==> src/rtl/usb_nrzi_tx_encoder.sv <==
// USB transmit path: byte handshake in, SYNC + bit-stuffed NRZI data + EOP out.
// One line bit is produced per bit_pulse; all line outputs are registered.
module usb_nrzi_tx_encoder #(
    parameter logic [7:0] SYNC_BYTE    = 8'h80,
    parameter int         EOP_SE0_BITS = 2
) (
    input  logic       clk,
    input  logic       nRST,
    input  logic       bit_pulse,
    input  logic       tx_valid,
    input  logic [7:0] tx_data,
    input  logic       tx_last,
    output logic       tx_ready,
    output logic       line_oe,
    output logic       line_nrzi,
    output logic       line_se0,
    output logic       busy,
    output logic       tx_underrun
);

    localparam int SE0_W = $clog2(EOP_SE0_BITS + 1);

    typedef enum logic [2:0] {
        IDLE,
        DATA,
        STUFF,
        EOP_SE0,
        EOP_J
    } state_t;

    state_t             state, state_nx;
    logic [7:0]         shifter, shifter_nx;
    logic               sync_flag, sync_nx;
    logic               cur_last, cur_last_nx;
    logic [2:0]         bit_idx, bit_idx_nx;
    logic [2:0]         ones_cnt, ones_nx;
    logic               stuff_end, stuff_end_nx;
    logic [SE0_W-1:0]   se0_cnt, se0_cnt_nx;
    logic               line_oe_nx, line_nrzi_nx, line_se0_nx;
    logic               underrun_nx;
    logic               byte_end;
    logic               pull;

    logic [7:0]         hold_data;
    logic               hold_last;
    logic               hold_full;

    // Handshake: a byte transfers on any clk where tx_valid && tx_ready;
    // tx_ready is simply "holding buffer empty", so a pull never meets a write.
    assign tx_ready = !hold_full;
    assign busy     = (state != IDLE);

    always_comb begin
        state_nx     = state;
        shifter_nx   = shifter;
        sync_nx      = sync_flag;
        cur_last_nx  = cur_last;
        bit_idx_nx   = bit_idx;
        ones_nx      = ones_cnt;
        stuff_end_nx = stuff_end;
        se0_cnt_nx   = se0_cnt;
        line_oe_nx   = line_oe;
        line_nrzi_nx = line_nrzi;
        line_se0_nx  = line_se0;
        underrun_nx  = 1'b0;
        byte_end     = 1'b0;
        pull         = 1'b0;

        if (bit_pulse) begin
            case (state)
                IDLE: begin
                    if (hold_full) begin
                        // The first SYNC bit goes out on this same strobe.
                        line_oe_nx   = 1'b1;
                        line_nrzi_nx = SYNC_BYTE[0] ? line_nrzi : ~line_nrzi;
                        ones_nx      = SYNC_BYTE[0] ? 3'd1 : 3'd0;
                        shifter_nx   = SYNC_BYTE >> 1;
                        bit_idx_nx   = 3'd1;
                        sync_nx      = 1'b1;
                        state_nx     = DATA;
                    end
                end
                DATA: begin
                    line_nrzi_nx = shifter[0] ? line_nrzi : ~line_nrzi;
                    ones_nx      = shifter[0] ? ones_cnt + 3'd1 : 3'd0;
                    shifter_nx   = shifter >> 1;
                    bit_idx_nx   = bit_idx + 3'd1;
                    if (shifter[0] && ones_cnt == 3'd5) begin
                        state_nx     = STUFF;
                        stuff_end_nx = (bit_idx == 3'd7);
                    end else if (bit_idx == 3'd7) begin
                        byte_end = 1'b1;
                    end
                end
                STUFF: begin
                    line_nrzi_nx = ~line_nrzi;
                    ones_nx      = 3'd0;
                    if (stuff_end) begin
                        byte_end = 1'b1;
                    end else begin
                        state_nx = DATA;
                    end
                end
                EOP_SE0: begin
                    if (se0_cnt < SE0_W'(EOP_SE0_BITS)) begin
                        line_se0_nx = 1'b1;
                        se0_cnt_nx  = se0_cnt + 1'b1;
                    end else begin
                        line_se0_nx  = 1'b0;
                        line_nrzi_nx = 1'b1;
                        se0_cnt_nx   = '0;
                        state_nx     = EOP_J;
                    end
                end
                EOP_J: begin
                    line_oe_nx = 1'b0;
                    state_nx   = IDLE;
                end
                default: state_nx = IDLE;
            endcase
        end

        // Byte boundary: finish the packet, chain the next byte, or underrun.
        if (byte_end) begin
            if (!sync_flag && cur_last) begin
                state_nx = EOP_SE0;
            end else if (hold_full) begin
                pull        = 1'b1;
                shifter_nx  = hold_data;
                cur_last_nx = hold_last;
                sync_nx     = 1'b0;
                bit_idx_nx  = 3'd0;
                state_nx    = DATA;
            end else begin
                underrun_nx = 1'b1;
                state_nx    = EOP_SE0;
            end
        end
    end

    always_ff @(posedge clk) begin
        if (!nRST) begin
            state       <= IDLE;
            shifter     <= '0;
            sync_flag   <= 1'b0;
            cur_last    <= 1'b0;
            bit_idx     <= 3'd0;
            ones_cnt    <= 3'd0;
            stuff_end   <= 1'b0;
            se0_cnt     <= '0;
            line_oe     <= 1'b0;
            line_nrzi   <= 1'b1;
            line_se0    <= 1'b0;
            tx_underrun <= 1'b0;
            hold_data   <= 8'h00;
            hold_last   <= 1'b0;
            hold_full   <= 1'b0;
        end else begin
            state       <= state_nx;
            shifter     <= shifter_nx;
            sync_flag   <= sync_nx;
            cur_last    <= cur_last_nx;
            bit_idx     <= bit_idx_nx;
            ones_cnt    <= ones_nx;
            stuff_end   <= stuff_end_nx;
            se0_cnt     <= se0_cnt_nx;
            line_oe     <= line_oe_nx;
            line_nrzi   <= line_nrzi_nx;
            line_se0    <= line_se0_nx;
            tx_underrun <= underrun_nx;
            if (tx_valid && !hold_full) begin
                hold_data <= tx_data;
                hold_last <= tx_last;
                hold_full <= 1'b1;
            end else if (pull) begin
                hold_full <= 1'b0;
            end
        end
    end

endmodule
==> config.mk <==
export PLATFORM = sky130hd
export DESIGN_NAME = usb_nrzi_tx_encoder
export DESIGN_NICKNAME = d
export VERILOG_FILES = /design/src/rtl/usb_nrzi_tx_encoder.sv
export SDC_FILE = /design/constraint.sdc
export NUM_CORES = 1
export LEC_CHECK = 0
export ABC_CLOCK_PERIOD_IN_PS = 2500
export BUFFER_PORTS_ARGS = -buffer_cell sky130_fd_sc_hd__buf_2
export CORE_ASPECT_RATIO = 1.75
export CORE_MARGIN = 2
export CORE_UTILIZATION = 62
export CTS_CLUSTER_SIZE = 16
export DETAILED_ROUTE_END_ITERATION = 8
export PLACE_DENSITY = 0.84
export SLEW_MARGIN = 10
export SYNTH_ARGS = -nofsm -noshare
export SYNTH_HDL_FRONTEND = slang
export SYNTH_SLANG_ARGS = --single-unit
==> constraint.sdc <==
create_clock -name clk -period 2.5 [get_ports clk]
set_input_delay 0.5 -clock clk [delete_from_list [all_inputs] [get_ports clk]]
set_output_delay 0.5 -clock clk [all_outputs]
set_load 0.02 [all_outputs]
Yosys cells after proc, flatten, opt, wreduce, memory -nomap -nowiden
Cells that the tools add are included.
{"block": "totals", "register_bits": 36, "latch_bits": 0, "mem_bits_rw": 0, "romBits": 0, "input_bits": 13, "out_inout_bits": 6, "word_cells": 105, "memories": 0}
{"block": "classes", "n_addsub": 3, "n_mul": 0, "n_div": 0, "order_cmp": 1, "n_eq_ne": 13, "shift": 0, "mux": 49, "n_bitwise": 4, "n_reduce_logical": 20}
{"operator": "$mux W8", "n": 5}
{"operator": "$mux W3", "n": 13}
{"operator": "$mux W1", "n": 21}
{"operator": "$pmux W8 S2", "n": 1}
{"operator": "$ne A3 B3 Y1 const B", "n": 4}
{"operator": "$pmux W3 S4", "n": 1}
{"operator": "$reduce_and A3 Y1", "n": 4}
{"operator": "$reduce_and A5 Y1", "n": 2}
{"operator": "$eq A3 B3 Y1 const B", "n": 3}
{"operator": "$pmux W3 S3", "n": 1}
{"operator": "$add A3 B1 Y3 const B", "n": 2}
{"operator": "$eq A3 B2 Y1 const B", "n": 2}
{"operator": "$mux W2", "n": 3}
{"operator": "$ne A2 B2 Y1 const B", "n": 3}
{"operator": "$pmux W3 S2", "n": 1}
{"operator": "$reduce_bool A2 Y1", "n": 3}
{"operator": "$reduce_bool A3 Y1", "n": 2}
{"operator": "$not A1 Y1", "n": 4}
{"operator": "$pmux W1 S2", "n": 2}
{"operator": "$pmux W1 S4", "n": 1}
{"operator": "$reduce_bool A4 Y1", "n": 1}
{"operator": "$eq A3 B1 Y1 const B", "n": 1}
{"operator": "$logic_and A1 B1 Y1", "n": 3}
{"operator": "$logic_not A3 Y1", "n": 1}
{"operator": "other kinds (5)", "n": 6}

Depth between registers and ports, before layout
{"block": "logic_depth", "depth_word": 8, "depth_mapped": 7, "depth_no_buf": 6}

Worst setup path after synthesis
No wires, ideal clock.
{"block": "synth_path", "path_kind": "input to register", "startpoint": "input bit_pulse", "endpoint": "register se0_cnt[0]", "setup_time_ns": 0.070, "arrival_time_ns": 1.537, "t_required_ns": 2.430, "path_slack_ns": 0.893, "cell_stages": 5, "n_path_buf": 1, "path_cell_list": "buf_2 -> inv_2 -> or3_1 -> or3_1 -> a21oi_1"}
{"block": "synth_via", "elab_chain_len": 1}
{"item": "start: declaration", "line": "9", "text": "input logic bit_pulse,"}
{"item": "$reduce_and A2 Y1 (no source line)"}
{"item": "end signal: assignment", "line": "166", "text": "se0_cnt <= se0_cnt_nx;"}
{"item": "end: declaration", "line": "38", "text": "logic [SE0_W-1:0] se0_cnt, se0_cnt_nx;"}
Every way passes these cells.
A chain may end at the register's enable or synchronous reset.

Worst setup path in the final report
{"block": "layout_path", "startpoint": "register state[1]", "endpoint": "register cur_last"}
{"block": "layout_via", "elab_chain_len": 4, "elab_cells_between_ends": 5, "cone_classes": "2 x eq/ne; 2 x mux; 1 x reduce/logical"}
{"item": "start: declaration", "line": "31", "text": "state_t state, state_nx;"}
{"item": "start signal: assignment", "line": "159", "text": "state <= state_nx;"}
{"item": "$eq A3 B2 Y1 or $eq A3 B1 Y1 (tied branches)", "line": "70", "text": "case (state)"}
{"item": "$pmux W1 S2 (*)", "line": "70"}
{"item": "$mux W1 (*)", "line": "69", "text": "if (bit_pulse) begin"}
{"item": "$reduce_and A3 Y1 (no source line) (*)"}
{"item": "end signal: assignment", "line": "162", "text": "cur_last <= cur_last_nx;"}
{"item": "end: declaration", "line": "34", "text": "logic cur_last, cur_last_nx;"}
Mark *: on every way between the ends. The rest lies on a longest branch, timed or not.

==> results_dict.tcl <==
set metrics [dict create \
    critPathKind "flop to flop" \
    slew_headroom 0.466 \
    ys_top_cells_by_area "dfxtp_1 41%, nand2_1 7.4%, a21oi_1 4.2%, mux2i_1 4.0%, o211a_1 3.4%" \
    hp-class "primary input to flop" \
    fin_crit_sh 0.827 \
    fill_cells 225 \
    cts.sinks 36 \
    netlist_area_sq_um 1770 \
    antenna_found_initial 0 \
    track_usage 0.255 \
    tns_ns 0 \
    end_kind "flop" \
    vias 1483 \
    drtIter0Drc 34 \
    setup_violations 0 \
    io_pins 19 \
    grt_max_degree 25 \
    drc_errors 0 \
    yosys_warnings 0 \
    clk_pin_slew_ns 0.07 \
    core_sq_um 2720 \
    io_buffers 18 \
    synth_cell_types 51 \
    hold_viol 0 \
    worst_r2r_endpoint "cur_last" \
    crit_end "cur_last" \
    postSynthAreaPerCell_sq_um 9.03 \
    irDropWorstVdd_uv 444 \
    grt_pass1_wl_um 6140 \
    cellLeakagePower_nw 0.817 \
    fmax_ghz 0.484 \
    yosys_register_bits 36 \
    drive_gt1_frac 0.184 \
    cts.repair.resized 0 \
    cts-root-buf "clkbuf_8" \
    worstPathArrival_ns 2.29 \
    area_growth_pct 9.41 \
    clock_path_buffers 2 \
    tightest_slew_ns 0.800 \
    synth-main-ff-cell "dfxtp_1" \
    status "finished, final reports clean" \
    drt-wirelength-per-cell_um 15.6 \
    first_pass_iters 4 \
    swShare 0.259 \
    internal_power_mw 0.868 \
    yosysMostFrequentCell "dfxtp_1" \
    rsz0062_at_grt "false" \
    startpoint "state[1]" \
    start_util 0.650 \
    fin_total_pwr_mw 1.17 \
    synth-async-reset-ratio 0 \
    reg2reg_slack_ns 0.43 \
    dp_hpwl_um 2700 \
    synth_edf_count 0 \
    crit_fanout 14 \
    ys_seq_area_frac 0.407 \
    required_ns 2.72 \
    cts_setup_buffers 0 \
    synth_fp_nets 213 \
    final_nets 228 \
    routabilityCongestion 0.854 \
    cts_tree "done" \
    ctsHoldBuffers 0 \
    diodes 0 \
    skew_ns 0.00313 \
    ant_nets 0 \
    whs_path_depth 3 \
    totalWireLength_um 3740 \
    clockPowerShare 0.361 \
    cap_violations 0 \
    overflow 0 \
    period_needed_ns 2.07 \
    yosys-top-cells-count "36 x dfxtp_1, 35 x nand2_1, 15 x a21oi_1" \
    start_kind "flop" \
    insertion_delay_ns 0.29 \
    synth_top_cell_by_area "dfxtp_1" \
    fp.dieH_um 74.7 \
    r2r_cells 4 \
    slew_viol_final 0 \
    cts_made_buffers 5 \
    p_sw_mw 0.304 \
    pwr-share-comb 0.116 \
    first_global_vias 1419 \
    netlist_instances 196 \
    htreeDepth 2 \
    p_seq_frac 0.524 \
    vias_per_cell 6.21 \
    r2r-start "state[1]" \
    power.density_nw_per_um2 605 \
    yosys.area.top_type_share 0.407 \
    die_w_um 44.4 \
    dieArea_sq_um 3310 \
    placementRows 25 \
]
[critical path, cell delays in order (launching register included)]
cell	delay, ns
dfxtp_1	0.62
nor4bb_2	0.46
a31oi_2	0.16
nor3_4	0.51
mux2i_1	0.25
[area by class of cell]
type	count	area (sq um)	area share
multi-input cells	142	961	0.496
flip-flops and latches	36	721	0.372
repair buffers	20	105	0.0543
clock buffers	6	82.6	0.0427
well taps	27	33.8	0.0175
inverters	6	22.5	0.0116
clock inverters	2	10.0	0.00517
[cell usage in the layout, fill, tap and decap left out, types with 3 or more instances in the layout]
cell	netlist	routed
o211a_1	6	6
clkbuf_8	0	6
nand2b_1	4	4
dfxtp_1	36	36
nor2_1	7	7
nand2_1	35	35
nand3_1	3	3
ha_1	4	4
a21oi_1	15	15
inv_1	5	5
or4_1	7	7
mux2i_1	7	7
nor3_1	6	6
buf_2	4	18
nor2b_1	3	3
a22o_1	6	6
[flip-flops by register name, summed over array words and instances (netlist names)]
signal and cells:
ones_cnt 3, tx_underrun 1, se0_cnt 2, cur_last 1, hold_last 1, bit_idx 3, shifter 8, line_oe 1
line_nrzi 1, line_se0 1, state 3, hold_data 8, hold_full 1, stuff_end 1, sync_flag 1
[logic make-up after synthesis]
group	count (synthesis)	synth area share
muxes	8	0.0460
DFF	36	0.407
AOI/OAI and AO/OA	47	0.201
and+or+nand+nor	83	0.268
buffers and inverters	18	0.0495
adders and majority gates	4	0.0283
[how the worst min path moves through the flow]
stage | from | slack, ns | end
global route | tx_data[5] | 0.45 | hold_data[5]
global placement | line_se0 | 0.44 | line_se0
CTS | tx_data[3] | 0.43 | hold_data[3]
floorplan | hold_data[0] | 0.43 | hold_data[0]
detailed placement | hold_data[4] | 0.44 | hold_data[4]
finish | tx_data[3] | 0.44 | hold_data[3]
[through the flow]
| stage | cells | utilization | setup WS (ns) | hold slack, ns | cell area [sq um] |
|---|---|---|---|---|---|
| CTS | 239 | 0.711 | 0.465 | 0.433 | 1940 |
| floorplan | 196 | - | 0.893 | 0.431 | 1770 |
| finish | 239 | 0.711 | 0.433 | 0.441 | 1940 |
| global placement | 231 | 0.677 | 0.624 | 0.442 | 1840 |
| detailed placement | 231 | 0.677 | 0.482 | 0.445 | 1840 |
| global route | 239 | 0.711 | 0.307 | 0.448 | 1940 |
[power by group through the flow]
stage | logic (mW) | registers [mW] | clock network, mW
6_report | 0.135 | 0.614 | 0.423
4_1_cts | 0.136 | 0.613 | 0.433
5_1_grt | 0.149 | 0.616 | 0.453
3_3_place_gp | 0.129 | 0.625 | 0
3_5_place_dp | 0.135 | 0.626 | 0
2_1_floorplan | 0.105 | 0.619 | 0
[layer usage]
metal | global-route usage | vias up | wire length [um]
met5 | 0 | - | 0
met4 | 0.148 | 0 | 131
met3 | 0.0528 | 16 | 131
met2 | 0.472 | 40 | 2040
met1 | 0.251 | 681 | 1430
li1 | - | 746 | -
No activity file was read; power rests on OpenSTA's default activity.
